<file path="src/rtl/imem_load_ctrl_if.sv">
// Bundle of loader, fetch, status and memory-port signals for imem_load_ctrl.
// slave = controller side, master = environment (loader/CPU/memory) side.
interface imem_load_ctrl_if #(
    parameter int unsigned ADRBITS = 10
);
    logic               ld_valid;
    logic [31:0]        ld_data;
    logic               ld_last;
    logic               ld_ready;
    logic               reload;
    logic               fetch_req;
    logic [31:0]        fetch_pc;
    logic               fetch_valid;
    logic [31:0]        fetch_instr;
    logic               fetch_err;
    logic               cpu_run;
    logic [ADRBITS:0]   load_count;
    logic               trunc;
    logic [ADRBITS-1:0] mem_addr;
    logic               mem_we;
    logic [31:0]        mem_wdata;
    logic [31:0]        mem_rdata;

    modport slave (
        input  ld_valid, ld_data, ld_last, reload, fetch_req, fetch_pc, mem_rdata,
        output ld_ready, fetch_valid, fetch_instr, fetch_err, cpu_run,
               load_count, trunc, mem_addr, mem_we, mem_wdata
    );

    modport master (
        output ld_valid, ld_data, ld_last, reload, fetch_req, fetch_pc, mem_rdata,
        input  ld_ready, fetch_valid, fetch_instr, fetch_err, cpu_run,
               load_count, trunc, mem_addr, mem_we, mem_wdata
    );
endinterface

</file>
<file path="src/rtl/imem_load_ctrl.sv">
// Owns the single instruction-memory port: streams boot-loader words into
// memory, then serves CPU fetch reads until a reload pulse restarts loading.
module imem_load_ctrl #(
    parameter int unsigned ADRBITS = 10
) (
    input  logic            clk,
    input  logic            reset,
    imem_load_ctrl_if.slave bus
);
    typedef enum logic {
        S_LOAD = 1'b0,
        S_RUN  = 1'b1
    } state_t;

    state_t             r_state;
    state_t             w_state_nxt;
    logic [ADRBITS-1:0] r_wr_ptr;
    logic [ADRBITS-1:0] w_wr_ptr_nxt;
    logic [ADRBITS:0]   r_load_count;
    logic [ADRBITS:0]   w_load_count_nxt;
    logic               r_trunc;
    logic               w_trunc_nxt;
    logic               r_cpu_run;
    logic               r_fetch_valid;
    logic               r_fetch_err;

    logic               w_ld_acc;
    logic               w_at_top;
    logic               w_fetch_acc;
    logic               w_misaligned;
    logic [ADRBITS-1:0] w_fetch_idx;
    logic               w_unused_pc;

    assign w_fetch_idx  = bus.fetch_pc[ADRBITS+1:2];
    assign w_misaligned = |bus.fetch_pc[1:0];
    assign w_unused_pc  = ^bus.fetch_pc[31:ADRBITS+2];
    assign w_at_top     = (r_wr_ptr == '1);
    assign w_ld_acc     = (r_state == S_LOAD) && bus.ld_valid;
    // Reload takes priority over a fetch issued in the same cycle.
    assign w_fetch_acc  = (r_state == S_RUN) && bus.fetch_req && !bus.reload;

    always_comb begin
        w_state_nxt      = r_state;
        w_wr_ptr_nxt     = r_wr_ptr;
        w_load_count_nxt = r_load_count;
        w_trunc_nxt      = r_trunc;
        case (r_state)
            S_LOAD: begin
                if (w_ld_acc) begin
                    w_load_count_nxt = r_load_count + 1'b1;
                    if (!w_at_top) begin
                        w_wr_ptr_nxt = r_wr_ptr + 1'b1;
                    end
                    if (bus.ld_last) begin
                        w_state_nxt = S_RUN;
                    end else if (w_at_top) begin
                        w_trunc_nxt = 1'b1;
                        w_state_nxt = S_RUN;
                    end
                end
            end
            S_RUN: begin
                w_state_nxt = S_RUN;
            end
            default: begin
                w_state_nxt = S_LOAD;
            end
        endcase
        // A word accepted alongside reload is still written; only the
        // bookkeeping restarts.
        if (bus.reload) begin
            w_state_nxt      = S_LOAD;
            w_wr_ptr_nxt     = '0;
            w_load_count_nxt = '0;
            w_trunc_nxt      = 1'b0;
        end
    end

    always_ff @(posedge clk or negedge reset) begin
        if (!reset) begin
            r_state       <= S_LOAD;
            r_wr_ptr      <= '0;
            r_load_count  <= '0;
            r_trunc       <= 1'b0;
            r_cpu_run     <= 1'b0;
            r_fetch_valid <= 1'b0;
            r_fetch_err   <= 1'b0;
        end else begin
            r_state       <= w_state_nxt;
            r_wr_ptr      <= w_wr_ptr_nxt;
            r_load_count  <= w_load_count_nxt;
            r_trunc       <= w_trunc_nxt;
            r_cpu_run     <= (w_state_nxt == S_RUN);
            r_fetch_valid <= w_fetch_acc;
            r_fetch_err   <= w_fetch_acc && w_misaligned;
        end
    end

    assign bus.ld_ready   = (r_state == S_LOAD);
    assign bus.mem_we     = w_ld_acc;
    assign bus.mem_addr   = (r_state == S_LOAD) ? r_wr_ptr : w_fetch_idx;
    assign bus.mem_wdata  = bus.ld_data;
    assign bus.cpu_run    = r_cpu_run;
    assign bus.load_count = r_load_count;
    assign bus.trunc      = r_trunc;

    // mem_rdata is already the memory's registered read; masking it here keeps
    // the instruction aligned with the registered fetch_valid/fetch_err.
    assign bus.fetch_valid = r_fetch_valid;
    assign bus.fetch_err   = r_fetch_err;
    assign bus.fetch_instr = (r_fetch_valid && !r_fetch_err) ? bus.mem_rdata : '0;
endmodule
</file>
<file path="src/flat_wrapper.sv">
// flat-port wrapper written by rule: the top's interface ports become plain ports
module imem_load_ctrl_flat 
#(
    parameter int unsigned ADRBITS = 10
)
  (clk, reset, bus_ld_valid, bus_ld_data, bus_ld_last, bus_reload, bus_fetch_req, bus_fetch_pc, bus_mem_rdata, bus_ld_ready, bus_fetch_valid, bus_fetch_instr, bus_fetch_err, bus_cpu_run, bus_load_count, bus_trunc, bus_mem_addr, bus_mem_we, bus_mem_wdata);
  imem_load_ctrl_if #(.ADRBITS(ADRBITS)) bus_i ();
  input  logic clk;
  input  logic reset;
  input wire logic [$bits(bus_i.ld_valid)-1:0] bus_ld_valid;
  input wire logic [$bits(bus_i.ld_data)-1:0] bus_ld_data;
  input wire logic [$bits(bus_i.ld_last)-1:0] bus_ld_last;
  input wire logic [$bits(bus_i.reload)-1:0] bus_reload;
  input wire logic [$bits(bus_i.fetch_req)-1:0] bus_fetch_req;
  input wire logic [$bits(bus_i.fetch_pc)-1:0] bus_fetch_pc;
  input wire logic [$bits(bus_i.mem_rdata)-1:0] bus_mem_rdata;
  output wire logic [$bits(bus_i.ld_ready)-1:0] bus_ld_ready;
  output wire logic [$bits(bus_i.fetch_valid)-1:0] bus_fetch_valid;
  output wire logic [$bits(bus_i.fetch_instr)-1:0] bus_fetch_instr;
  output wire logic [$bits(bus_i.fetch_err)-1:0] bus_fetch_err;
  output wire logic [$bits(bus_i.cpu_run)-1:0] bus_cpu_run;
  output wire logic [$bits(bus_i.load_count)-1:0] bus_load_count;
  output wire logic [$bits(bus_i.trunc)-1:0] bus_trunc;
  output wire logic [$bits(bus_i.mem_addr)-1:0] bus_mem_addr;
  output wire logic [$bits(bus_i.mem_we)-1:0] bus_mem_we;
  output wire logic [$bits(bus_i.mem_wdata)-1:0] bus_mem_wdata;
  assign bus_i.ld_valid = bus_ld_valid;
  assign bus_i.ld_data = bus_ld_data;
  assign bus_i.ld_last = bus_ld_last;
  assign bus_i.reload = bus_reload;
  assign bus_i.fetch_req = bus_fetch_req;
  assign bus_i.fetch_pc = bus_fetch_pc;
  assign bus_i.mem_rdata = bus_mem_rdata;
  assign bus_ld_ready = bus_i.ld_ready;
  assign bus_fetch_valid = bus_i.fetch_valid;
  assign bus_fetch_instr = bus_i.fetch_instr;
  assign bus_fetch_err = bus_i.fetch_err;
  assign bus_cpu_run = bus_i.cpu_run;
  assign bus_load_count = bus_i.load_count;
  assign bus_trunc = bus_i.trunc;
  assign bus_mem_addr = bus_i.mem_addr;
  assign bus_mem_we = bus_i.mem_we;
  assign bus_mem_wdata = bus_i.mem_wdata;
  imem_load_ctrl #(.ADRBITS(ADRBITS)) u_core (.clk(clk), .reset(reset), .bus(bus_i));
endmodule
</file>
<file path="config.mk">
export PLATFORM = sky130hd
export DESIGN_NAME = imem_load_ctrl_flat
export DESIGN_NICKNAME = d
export VERILOG_FILES = /design/src/rtl/imem_load_ctrl_if.sv /design/src/rtl/imem_load_ctrl.sv /design/src/flat_wrapper.sv
export SDC_FILE = /design/constraint.sdc
export NUM_CORES = 1
export LEC_CHECK = 0
export BUFFER_PORTS_ARGS = -buffer_cell sky130_fd_sc_hd__buf_4
export CORE_ASPECT_RATIO = 0.6
export CORE_MARGIN = 1.5
export CORE_UTILIZATION = 32
export CTS_CLUSTER_SIZE = 10
export DETAILED_ROUTE_END_ITERATION = 10
export PLACE_DENSITY = 0.81
export SLEW_MARGIN = 20
export SYNTH_ARGS = -nofsm -noshare
export SYNTH_HDL_FRONTEND = slang
export SYNTH_SLANG_ARGS = --single-unit
</file>
<file path="constraint.sdc">
create_clock -name clk -period 1.6 [get_ports clk]
set_input_delay 0.32 -clock clk [delete_from_list [all_inputs] [get_ports clk]]
set_output_delay 0.32 -clock clk [all_outputs]
set_load 0.02 [all_outputs]
</file>
==> results.sh <==
export IMPL_synth_seq_cells=25
export IMPL_syn_cell_area_mm2=0.00179
export IMPL_clk_path_buf_depth=2
export IMPL_status="finished, violations left"
export IMPL_vias=1723
export IMPL_grt_max_degree=26
export IMPL_gp_congestion=0.805
export IMPL_core_mm2=0.00523
export IMPL_grt_pass1_wl_mm=7.69
export IMPL_synth_cell_types=35
export IMPL_startpoint_type="register"
export IMPL_initial_utilization=0.342
export IMPL_n_fill_cell=444
export IMPL_grtUsageTotal=0.164
export IMPL_ir_worst_vdd_v=0.000321
export IMPL_cts_tree="yes"
export IMPL_maxSlewViolCount=0
export IMPL_clk_pin_slew_worst_paths_ps=100
export IMPL_power_total_mw=1.45
export IMPL_top_usage_layer="met2"
export IMPL_post_dp_hpwl_mm=4.04
export IMPL_cts_num_sinks=25
export IMPL_yosys_area_share_simple=0.290
export IMPL_fp_row_count=20
export IMPL_finalCritPeriodShare=1.02
export IMPL_failed_checks="setup timing"
export IMPL_io_pin_count=193
export IMPL_clkLatencyLatePin_ps=270
export IMPL_yosys_warnings=0
export IMPL_design_area_mm2=0.00286
export IMPL_setup_slack_ps=-34.2
export IMPL_nets=401
export IMPL_power_leakage_nw=1.42
export IMPL_clock_fmax_mhz=612
export IMPL_root_buffer="clkbuf_8"
export IMPL_p_per_area_mw_per_mm2=506
export IMPL_grt_met3_usage=0.0576
export IMPL_die_y_um=60.9
export IMPL_syn_area_per_cell_um2=8.95
export IMPL_met1_usage=0.222
export IMPL_dr_pass1_iters=4
export IMPL_clock_skew_ps=8.87
export IMPL_critPathKind="register to output port"
export IMPL_first_global_vias=1537
export IMPL_cp_max_fo=8
export IMPL_synth_top_family_by_area="simple AND/OR/NAND/NOR gates"
export IMPL_synth_xor_area_frac=0.0587
export IMPL_wl_per_cell_um=14.5
export IMPL_setup_viol=11
export IMPL_endpoint_kind="output port"
export IMPL_post_synth_fa_ha_maj_area_fraction=0.0140
export IMPL_antenna_found_initial=0
export IMPL_drt_iter0_markers=89
export IMPL_tightest_slew_ps=361
export IMPL_htreeDepth=1
export IMPL_rsz0062_at_grt="true"
export IMPL_diodes=0
export IMPL_synth_cells=200
export IMPL_die_area_mm2=0.00607
export IMPL_drc=0
export IMPL_cts_buffers=3
export IMPL_drive_gt1_frac=0.551
export IMPL_synthMuxAreaShare=0.0797
export IMPL_crit_arrival_ps=1310
export IMPL_finalHoldViolCount=0
export IMPL_synth_compound_area_share=0.0531
export IMPL_post_route_min_period_ps=1630
export IMPL_yosysSeqAreaShare=0.349
export IMPL_slew_headroom=0.758
export IMPL_use_met2=0.269
export IMPL_ant_nets=0
export IMPL_synth_fp_nets=304
export IMPL_areaGrowthSynthToFinish_pct=59.6
export IMPL_drv_cap=0
export IMPL_place_area_mm2=0.00256
export IMPL_hp_class="input pin to register"
export IMPL_required_ps=1280
export IMPL_port_buffers=108
export IMPL_drt_vias_per_instance=4.76
export IMPL_drt_wl_total_mm=5.27
export IMPL_fp_dieW_um=99.6
export IMPL_overflow=0
## sequential cells by signal, indices dropped and copies added, names as in the netlist
name,cells
u_core.r_state,1
u_core.bus.load_count,11
u_core.bus.trunc,1
u_core.bus.fetch_valid,1
u_core.bus.fetch_err,1
u_core.r_wr_ptr,10
## worst paths after layout
check / start / end / slack, ps / cells past startpoint
min: bus_fetch_pc[0] / u_core.bus.fetch_err$_DFF_PN0_ / 260 / 2
max: u_core.r_state$_DFF_PN0_ / bus_mem_addr[7] / -30 / 3
max in group asynchronous: reset / u_core.r_state$_DFF_PN0_ / 850 / 2
min reg2reg: u_core.bus.trunc$_DFFE_PN0P_ / u_core.bus.trunc$_DFFE_PN0P_ / 530 / 2
max reg2reg: u_core.r_state$_DFF_PN0_ / u_core.r_wr_ptr[7]$_DFFE_PN0P_ / 30 / 4
min in group asynchronous: reset / u_core.bus.load_count[1]$_DFFE_PN0P_ / 480 / 2
## synth_stat cells, drive strengths merged
library cell	n	share of area
o31ai	3	0.013
clkinv	1	0.0021
nor2b	1	0.0035
clkbuf	5	0.010
nor3b	1	0.0042
or4	2	0.0084
nor3	4	0.011
and3	1	0.0035
o211ai	1	0.0042
dfrtp	25	0.35
nand2b	1	0.0077
nand4b	1	0.0049
nand2	8	0.017
or3	2	0.0077
mux2i	3	0.017
xnor2	1	0.0049
and4	1	0.0049
a21oi	7	0.020
nor4	1	0.0035
buf	33	0.14
o21ai	3	0.0084
and2	33	0.12
and4b	3	0.019
nand3	5	0.014
xor2	11	0.054
inv	3	0.0063
a211oi	1	0.0042
nand4	6	0.021
or2	1	0.0049
nor2	19	0.040
o21a	1	0.0042
ha	2	0.014
mux2	10	0.063
## metrics by stage
step,TNS [ps],util,hold WS (ps),setup slack [ps],cells
floorplan,0,-,24.4,26.3,200
global placement,-468,0.489,251,-29.9,354
detailed placement,-1390,0.489,251,-95.2,354
CTS,-293,0.517,249,-39.8,361
global route,-2110,0.546,257,-78.7,362
finish,-253,0.546,256,-34.2,362
## power breakdown
group | internal [mW] | switching (mW) | leakage (nW)
logic | 0.221 | 0.166 | 1.05
registers | 0.645 | 0.0163 | 0.344
clock network | 0.183 | 0.213 | 0.0261
total | 1.05 | 0.396 | 1.42
## kinds of logic after synthesis
| family | after synthesis |
|---|---|
| AND/OR/NAND/NOR | 90 |
| buffers and inverters | 42 |
| flip-flops | 25 |
| AO/OA/AOI/OAI | 16 |
| multiplexers | 13 |
| XOR/XNOR | 12 |
| adder cells (fa/ha/maj) | 2 |
## placed cells by master, fill, tap and decap left out, types with 2 or more instances in the layout
cell	count
inv_1	3
a21oi_1	3
clkbuf_8	3
nand3_1	4
nor3_1	3
or4_4	2
buf_8	2
buf_4	97
dfrtp_1	24
buf_6	30
mux2_4	10
and2_1	32
and4b_2	3
mux2i_1	3
xor2_1	11
o31ai_1	3
nor2_1	19
nand2_1	7
a21oi_2	4
nand4_1	6
o21ai_0	3
## layout make-up
type                            count  area [µm²]  area share
Multi-Input combinational cell    133         977       0.342
Clock buffer                        3        41.3      0.0144
Inverter                            4        15.0     0.00525
Clock inverter                      1        8.76     0.00306
Timing Repair Buffer              130        1110       0.387
Sequential cell                    25         627       0.219
Tap cell                           66        82.6      0.0289
## layer usage
metal	share of wire	vias up
met2	0.48	95
met1	0.45	788
met3	0.071	2
li1	-	838
met5	0	-
met4	0.0017	0
## critical path: stages, from the launching register on
cell	delay (ps)
dfrtp_2	440
buf_8	160
mux2_4	310
buf_6	130
## repair_timing
item | 4_1_cts | 5_1_grt
endpoints found under the setup margin | 43 | 47
gates resized for setup | 19 | 39
hold buffers | 1 | 0
pin swaps | 1 | 4
endpoints found under the hold margin | 25 | 0
buffers inserted | 2 | 1
(Power assumes the default switching activity.)
